`config.mk`:
```
export PLATFORM = sky130hd
export DESIGN_NAME = pwm_deadtime
export DESIGN_NICKNAME = d
export VERILOG_FILES = /design/src/rtl/pwm_dt_pkg.sv /design/src/rtl/pwm_dt_channel.sv /design/src/rtl/pwm_deadtime.sv
export SDC_FILE = /design/constraint.sdc
export NUM_CORES = 1
export LEC_CHECK = 0
export BUFFER_PORTS_ARGS = -buffer_cell sky130_fd_sc_hd__buf_2
export CORE_MARGIN = 5
export CORE_UTILIZATION = 51
export CTS_CLUSTER_DIAMETER = 150
export DETAILED_ROUTE_END_ITERATION = 8
export GPL_TIMING_DRIVEN = 0
export HOLD_SLACK_MARGIN = 0.1
export PLACE_DENSITY = 0.85
export SLEW_MARGIN = 20
export SYNTH_ARGS = -nofsm -noshare
export SYNTH_HDL_FRONTEND = slang
export SYNTH_SLANG_ARGS = --single-unit
```
`constraint.sdc`:
```
create_clock -name clk -period 3 [get_ports clk]
set_input_delay 0.15 -clock clk [delete_from_list [all_inputs] [get_ports clk]]
set_output_delay 0.15 -clock clk [all_outputs]
set_load 0.01 [all_outputs]
```
`src/rtl/pwm_dt_pkg.sv`:
```
// Shared definitions for the complementary dead-time generator.
// Holds the per-channel FSM state encoding, the register offsets inside a
// channel's 16-byte window and the bit positions inside the CTRL register.
package pwm_dt_pkg;

    // Encodings are visible to software through STATUS[2:0].
    typedef enum logic [2:0] {
        ST_IDLE   = 3'd0,
        ST_HIGH   = 3'd1,
        ST_LOW    = 3'd2,
        ST_DEAD_H = 3'd3,
        ST_DEAD_L = 3'd4
    } dt_state_e;

    localparam logic [3:0] REG_CTRL   = 4'h0;
    localparam logic [3:0] REG_DT     = 4'h4;
    localparam logic [3:0] REG_STATUS = 4'h8;

    localparam int unsigned CTRL_EN    = 0;
    localparam int unsigned CTRL_INV_H = 1;
    localparam int unsigned CTRL_INV_L = 2;
    localparam int unsigned CTRL_W     = 3;

endpackage

```
`src/rtl/pwm_dt_channel.sv`:
```
// One dead-time channel: input register, FSM, dead-time counter, output flops.
// Ports:
//   clk, rst_n      system clock, asynchronous active-low reset
//   en              CTRL.EN for this channel
//   inv_h, inv_l    output inversion for the high/low side
//   dt              dead-time length in clocks
//   pwm_in          raw PWM waveform bit
//   pwm_ena         PWM block channel enable
//   out_h, out_l    registered high-side/low-side drive
//   state_code      current FSM state (for STATUS)
//   pwm_q           registered copy of pwm_in (for STATUS)
module pwm_dt_channel
    import pwm_dt_pkg::*;
#(
    parameter int unsigned DT_WIDTH = 8
) (
    input  logic                clk,
    input  logic                rst_n,
    input  logic                en,
    input  logic                inv_h,
    input  logic                inv_l,
    input  logic [DT_WIDTH-1:0] dt,
    input  logic                pwm_in,
    input  logic                pwm_ena,
    output logic                out_h,
    output logic                out_l,
    output logic [2:0]          state_code,
    output logic                pwm_q
);

    dt_state_e           state;
    dt_state_e           next_state;
    logic [DT_WIDTH-1:0] cnt;
    logic [DT_WIDTH-1:0] next_cnt;
    logic                next_h;
    logic                next_l;

    // State register, counter and input flop
    always_ff @(posedge clk or negedge rst_n) begin
        if (!rst_n) begin
            state <= ST_IDLE;
            cnt   <= '0;
            pwm_q <= 1'b0;
        end else begin
            state <= next_state;
            cnt   <= next_cnt;
            pwm_q <= pwm_in;
        end
    end

    // Next-state logic. A dead period of N clocks is N cycles spent in a
    // DEAD_* state, with cnt running N-1 down to 0.
    always_comb begin
        next_state = state;
        next_cnt   = cnt;
        if (!(en && pwm_ena)) begin
            next_state = ST_IDLE;
            next_cnt   = '0;
        end else begin
            unique case (state)
                ST_IDLE: begin
                    if (dt == '0) begin
                        next_state = pwm_q ? ST_HIGH : ST_LOW;
                    end else begin
                        next_state = pwm_q ? ST_DEAD_H : ST_DEAD_L;
                        next_cnt   = dt - DT_WIDTH'(1);
                    end
                end
                ST_HIGH: begin
                    if (!pwm_q) begin
                        if (dt == '0) begin
                            next_state = ST_LOW;
                        end else begin
                            next_state = ST_DEAD_L;
                            next_cnt   = dt - DT_WIDTH'(1);
                        end
                    end
                end
                ST_LOW: begin
                    if (pwm_q) begin
                        if (dt == '0) begin
                            next_state = ST_HIGH;
                        end else begin
                            next_state = ST_DEAD_H;
                            next_cnt   = dt - DT_WIDTH'(1);
                        end
                    end
                end
                // A pulse shorter than the dead time aborts the dead period
                // and falls straight back to the side that was on.
                ST_DEAD_H: begin
                    if (!pwm_q) begin
                        next_state = ST_LOW;
                    end else if (cnt == '0) begin
                        next_state = ST_HIGH;
                    end else begin
                        next_cnt = cnt - DT_WIDTH'(1);
                    end
                end
                ST_DEAD_L: begin
                    if (pwm_q) begin
                        next_state = ST_HIGH;
                    end else if (cnt == '0) begin
                        next_state = ST_LOW;
                    end else begin
                        next_cnt = cnt - DT_WIDTH'(1);
                    end
                end
                default: begin
                    next_state = ST_IDLE;
                    next_cnt   = '0;
                end
            endcase
        end
    end

    // Output decode from the next state so the output flops change on the
    // same edge as the state register.
    always_comb begin
        next_h = (next_state == ST_HIGH) ^ inv_h;
        next_l = (next_state == ST_LOW)  ^ inv_l;
    end

    always_ff @(posedge clk or negedge rst_n) begin
        if (!rst_n) begin
            out_h <= 1'b0;
            out_l <= 1'b0;
        end else begin
            out_h <= next_h;
            out_l <= next_l;
        end
    end

    assign state_code = state;

endmodule

```
`src/rtl/pwm_deadtime.sv`:
```
// Complementary-output dead-time generator with a memory-mapped register page.
// Ports:
//   clk, rst_n      system clock, asynchronous active-low reset
//   mem_addr        bus address, page decoded on [31:8], channel [7:4], reg [3:0]
//   mem_wdata       bus write data
//   mem_we, mem_re  single-cycle write strobe, read strobe
//   mem_rdata       combinational read data, 0 when not addressed
//   pwm_in, pwm_ena PWM waveform and enable, one bit per channel
//   out_h, out_l    high-side / low-side drive, one bit per channel
module pwm_deadtime
    import pwm_dt_pkg::*;
#(
    parameter logic [31:0] DT_BASE_ADDR = 32'h4000_3100,
    parameter int unsigned PWM_NUM      = 2,
    parameter int unsigned DT_WIDTH     = 8
) (
    input  logic               clk,
    input  logic               rst_n,
    input  logic [31:0]        mem_addr,
    input  logic [31:0]        mem_wdata,
    input  logic               mem_we,
    input  logic               mem_re,
    output logic [31:0]        mem_rdata,
    input  logic [PWM_NUM-1:0] pwm_in,
    input  logic [PWM_NUM-1:0] pwm_ena,
    output logic [PWM_NUM-1:0] out_h,
    output logic [PWM_NUM-1:0] out_l
);

    logic [CTRL_W-1:0]   ctrl   [PWM_NUM];
    logic [DT_WIDTH-1:0] dt_reg [PWM_NUM];
    logic [2:0]          state_code [PWM_NUM];
    logic [PWM_NUM-1:0]  pwm_q;

    logic        page_hit;
    logic [31:0] ch_idx;
    logic [3:0]  reg_sel;
    logic        unused_wdata;

    assign page_hit     = (mem_addr[31:8] == DT_BASE_ADDR[31:8]);
    assign ch_idx       = {28'd0, mem_addr[7:4]};
    assign reg_sel      = mem_addr[3:0];
    assign unused_wdata = ^mem_wdata;

    // Channel numbers at or above PWM_NUM never match the loop index, so
    // such writes fall through and reads stay 0.
    always_ff @(posedge clk or negedge rst_n) begin
        if (!rst_n) begin
            for (int unsigned i = 0; i < PWM_NUM; i++) begin
                ctrl[i]   <= '0;
                dt_reg[i] <= '0;
            end
        end else if (mem_we && page_hit) begin
            for (int unsigned i = 0; i < PWM_NUM; i++) begin
                if (ch_idx == i) begin
                    if (reg_sel == REG_CTRL) ctrl[i]   <= mem_wdata[CTRL_W-1:0];
                    if (reg_sel == REG_DT)   dt_reg[i] <= mem_wdata[DT_WIDTH-1:0];
                end
            end
        end
    end

    always_comb begin
        mem_rdata = '0;
        if (mem_re && page_hit) begin
            for (int unsigned i = 0; i < PWM_NUM; i++) begin
                if (ch_idx == i) begin
                    case (reg_sel)
                        REG_CTRL:   mem_rdata[CTRL_W-1:0]   = ctrl[i];
                        REG_DT:     mem_rdata[DT_WIDTH-1:0] = dt_reg[i];
                        REG_STATUS: mem_rdata[3:0]          = {pwm_q[i], state_code[i]};
                        default:    mem_rdata               = '0;
                    endcase
                end
            end
        end
    end

    for (genvar g = 0; g < PWM_NUM; g++) begin : g_ch
        pwm_dt_channel #(
            .DT_WIDTH (DT_WIDTH)
        ) u_ch (
            .clk        (clk),
            .rst_n      (rst_n),
            .en         (ctrl[g][CTRL_EN]),
            .inv_h      (ctrl[g][CTRL_INV_H]),
            .inv_l      (ctrl[g][CTRL_INV_L]),
            .dt         (dt_reg[g]),
            .pwm_in     (pwm_in[g]),
            .pwm_ena    (pwm_ena[g]),
            .out_h      (out_h[g]),
            .out_l      (out_l[g]),
            .state_code (state_code[g]),
            .pwm_q      (pwm_q[g])
        );
    end

endmodule

```
==> metrics <==
number of hold violations in the final report=0; Syn-to-layout area delta=18.73%; root buf cell=clkbuf_8; hold slack=129.5 ps; I/O pins=roughly 110; PD cells=around 290 mW/mm2; register area share after synthesis=around 34%; Clock Power Share=about a third; Fin Setup TNS=0 ps; initial antenna violation count=0; Synth Instances=414; Worst Hold Path EP=ctrl[4]; CTS Buffer Depth=2; CTS tree=done; Worst EP arrival=approximately 2900 ps; HPWL after DPL=7426 um; sequential cell area=0.001251 mm2; outcome=finished clean; Worst Hold Depth=2; Peak Freq=369.2 MHz; Post-Syn Area=around 0.0036 mm2; Rows=30; Max stage delay on crit path=approximately 380 ps; Final Setup Violations=0; transition time of the tightest slew-check pin=~900 ps; RR Startpoint=g_ch[1].u_ch.state_code[2]; initial core utilization=a little over half; max-cap violation count=0; vias in the first global route=roughly 3.3k; area leader, netlist=dfrtp_1; first-pass GRT wire length=15810 um; post-synth top area share=34.31%; Tmin final=roughly 2700 ps; ANT cells=0; Synth warnings=0; Routed Antenna Nets=0; worst hold path class=input pin to flip-flop; ys flop type=dfrtp_1; hold wc startpoint=mem_wdata[1]; # DRC=0; internal power=921.3 uW; Post-synth EDFFs=0; Die Wd=about 95 um; vias per std cell=approximately 6.0; worst r2r dst=g_ch[1].u_ch.cnt[6]; die height=approximately 95 um; NetSw=~320 uW; largest cells by area after synthesis=dfrtp_1 34%, mux2_2 6.8%, buf_4 5.8%; ys async rst share=100.0%; Remaining Overflow, GRT=0; fraction of layout cells with a size suffix above 1=around 28%; switch share=~26%; CP max stage cell=dfrtp_1; CP top delay family=buffers and inverters; drt pass-1 iters=5; FF+latch count, synth=50; pin count of the biggest net entering global routing=51; GR Util All Layers=between 20 and 25%; full die area=roughly 0.009 mm2; CTS buffer count=5; WP data required=3200 ps; total wire length=9956 um; I/O Buffers=59; internal reg-to-reg setup slack=290 ps; area of the multi-input gates=between 0.002 and 0.0025 mm2; crit end category=flip-flop; reg2reg path depth=11; Worst Path Buf+Inv=4; fin crit share=between 90 and 100%; Setup WS post-layout=291.1 ps; Slew headroom=39.71%; Max IR drop VDD=about 150 uV; most frequent CP cell=buf_2; Avg WL per Cell=~16 um; Crit Path Category=flip-flop to flip-flop; post-synth cell types=66; Critical Path Fanout Max=10; RSZ-0062 raised after global routing=no; final max-slew violation count=0; H-Tree Depth=2; core outline area=0.006869 mm2; fin nets=about 590; leakage power=between 2 and 2.5 nW; Comb power frac=10.4%; pre-CTS WS=about 170 ps; Clock Pin Slew Worst Setup and Hold Paths=roughly 100 ps; Clock Skew=~6.6 ps; Clock Latency Late Sink=between 300 and 400 ps; critical path cell sequence=buf_2 > buf_2 > buf_1 > a21oi_1 > o22ai_1 > inv_1 > ha_1 > nand4_1 > nor2_1 > xor2_1 > a211o_1; Setup crit start kind=flip-flop; syn avg cell area=8.810 um2; 1st-iter DRT viols=368; gp weighted congestion=around 0.92; FILL cells=a little over 600; CTS sink cnt=50; Flop pwr share=54.7%; vias after detailed routing=~3.6k
[layout make-up]
cell class | count | area share, %
sequential | 50 | 28.89
inverter | 11 | 0.9535
multi-input combinational | 329 | 49.64
clock buffer | 6 | 1.907
clock inverter | 2 | 0.2889
timing repair buffer | 67 | 8.726
tap | 96 | 2.774
buffer | 46 | 6.819
[per-layer routing]
layer | share of wire (%) | up-vias | GRT usage, %
met5 | 0 | - | 0
met4 | 1.9 | 0 | 6.010
met3 | 10 | 26 | 3.426
met2 | 46 | 215 | 36.88
met1 | 42 | 1712 | 30.37
li1 | - | 1681 | -
[Yosys cell counts (2+ instances only)]
library cell	number
mux2_2	22
nand3_1	15
buf_1	3
xnor2_1	8
clkbuf_1	7
o21ai_1	5
nand2_1	29
o22ai_1	5
a22o_1	6
nor3_1	20
ha_1	4
mux2i_1	11
nor3b_1	4
nor2_1	32
nor4_1	9
xor2_1	4
buf_4	28
o21ai_0	27
o31ai_1	3
a211oi_1	2
inv_2	2
inv_1	9
nor3_4	2
o311ai_1	2
a221oi_1	3
dfrtp_1	50
a21oi_1	15
and3_1	4
nor4b_1	6
buf_2	8
a31oi_1	4
a31o_2	2
or3_1	4
and2_1	4
a22oi_1	12
nor2b_1	9
or4_4	2
nand4_1	4
[power by group through the flow]
| stage | Sequential (mW) | Clock (mW) | Combinational (mW) |
|---|---|---|---|
| after floorplan | 0.690 | 0 | 0.0608 |
| after global placement | 0.690 | 0 | 0.115 |
| after detailed placement | 0.690 | 0 | 0.117 |
| after CTS | 0.677 | 0.432 | 0.125 |
| after global routing | 0.677 | 0.460 | 0.142 |
| final | 0.677 | 0.431 | 0.129 |
[what timing repair did]
| action | 4_1_cts | 5_1_grt |
|---|---|---|
| setup buffers | 0 | 0 |
| endpoints found under the hold margin | 12 | 50 |
| resized for setup | 0 | 1 |
| setup endpoints to repair | 0 | 1 |
| hold buffers | 7 | 1 |
[cells in the final DEF, fill, tap and decap left out, drive strengths merged, types with 9 or more instances in the layout]
master / count
nand3: 15
clkbuf: 12
dfrtp: 50
nor3: 23
o21ai: 32
nand2: 29
mux2: 22
inv: 11
mux2i: 11
a22oi: 12
nor4: 9
a21oi: 15
conb: 24
nor2: 32
buf: 99
nor2b: 9
[logic make-up after synthesis]
kind of cell,count (synthesis),synth area share (%)
other,1,0.1028
AO/OA/AOI/OAI,102,18.97
buffers and inverters,58,9.331
multiplexers,33,9.812
flip-flops,50,34.31
AND/OR/NAND/NOR,154,23.22
adder cells (fa/ha/maj),4,1.372
XOR/XNOR,12,2.882
[worst max path at each step]
stage | slack (ps) | endpoint | startpoint | cells past startpoint
4_1_cts | 150 | g_ch[0].u_ch.cnt[4] | g_ch[0].u_ch.state_code[1] | 11
3_3_place_gp | 230 | g_ch[0].u_ch.cnt[4] | g_ch[0].u_ch.state_code[1] | 11
5_1_grt | 30 | g_ch[0].u_ch.cnt[4] | g_ch[0].u_ch.state_code[1] | 10
6_report | 290 | g_ch[1].u_ch.cnt[6] | g_ch[1].u_ch.state_code[2] | 11
3_5_place_dp | 170 | g_ch[0].u_ch.cnt[4] | g_ch[0].u_ch.state_code[1] | 11
2_1_floorplan | 560 | g_ch[0].u_ch.cnt[4] | g_ch[0].u_ch.state_code[1] | 11
[per-stage QoR]
step,utilization (%),instances,total power [mW],instance area (um2)
6_report,63.04,607,1.237,4330
5_1_grt,63.04,607,1.280,4330
4_1_cts,62.81,607,1.233,4314
2_1_floorplan,-,437,0.7504,3734
3_5_place_dp,60.40,592,0.8073,4149
3_3_place_gp,60.40,592,0.8049,4149
Note: power is estimated with default switching activity, not from simulation.
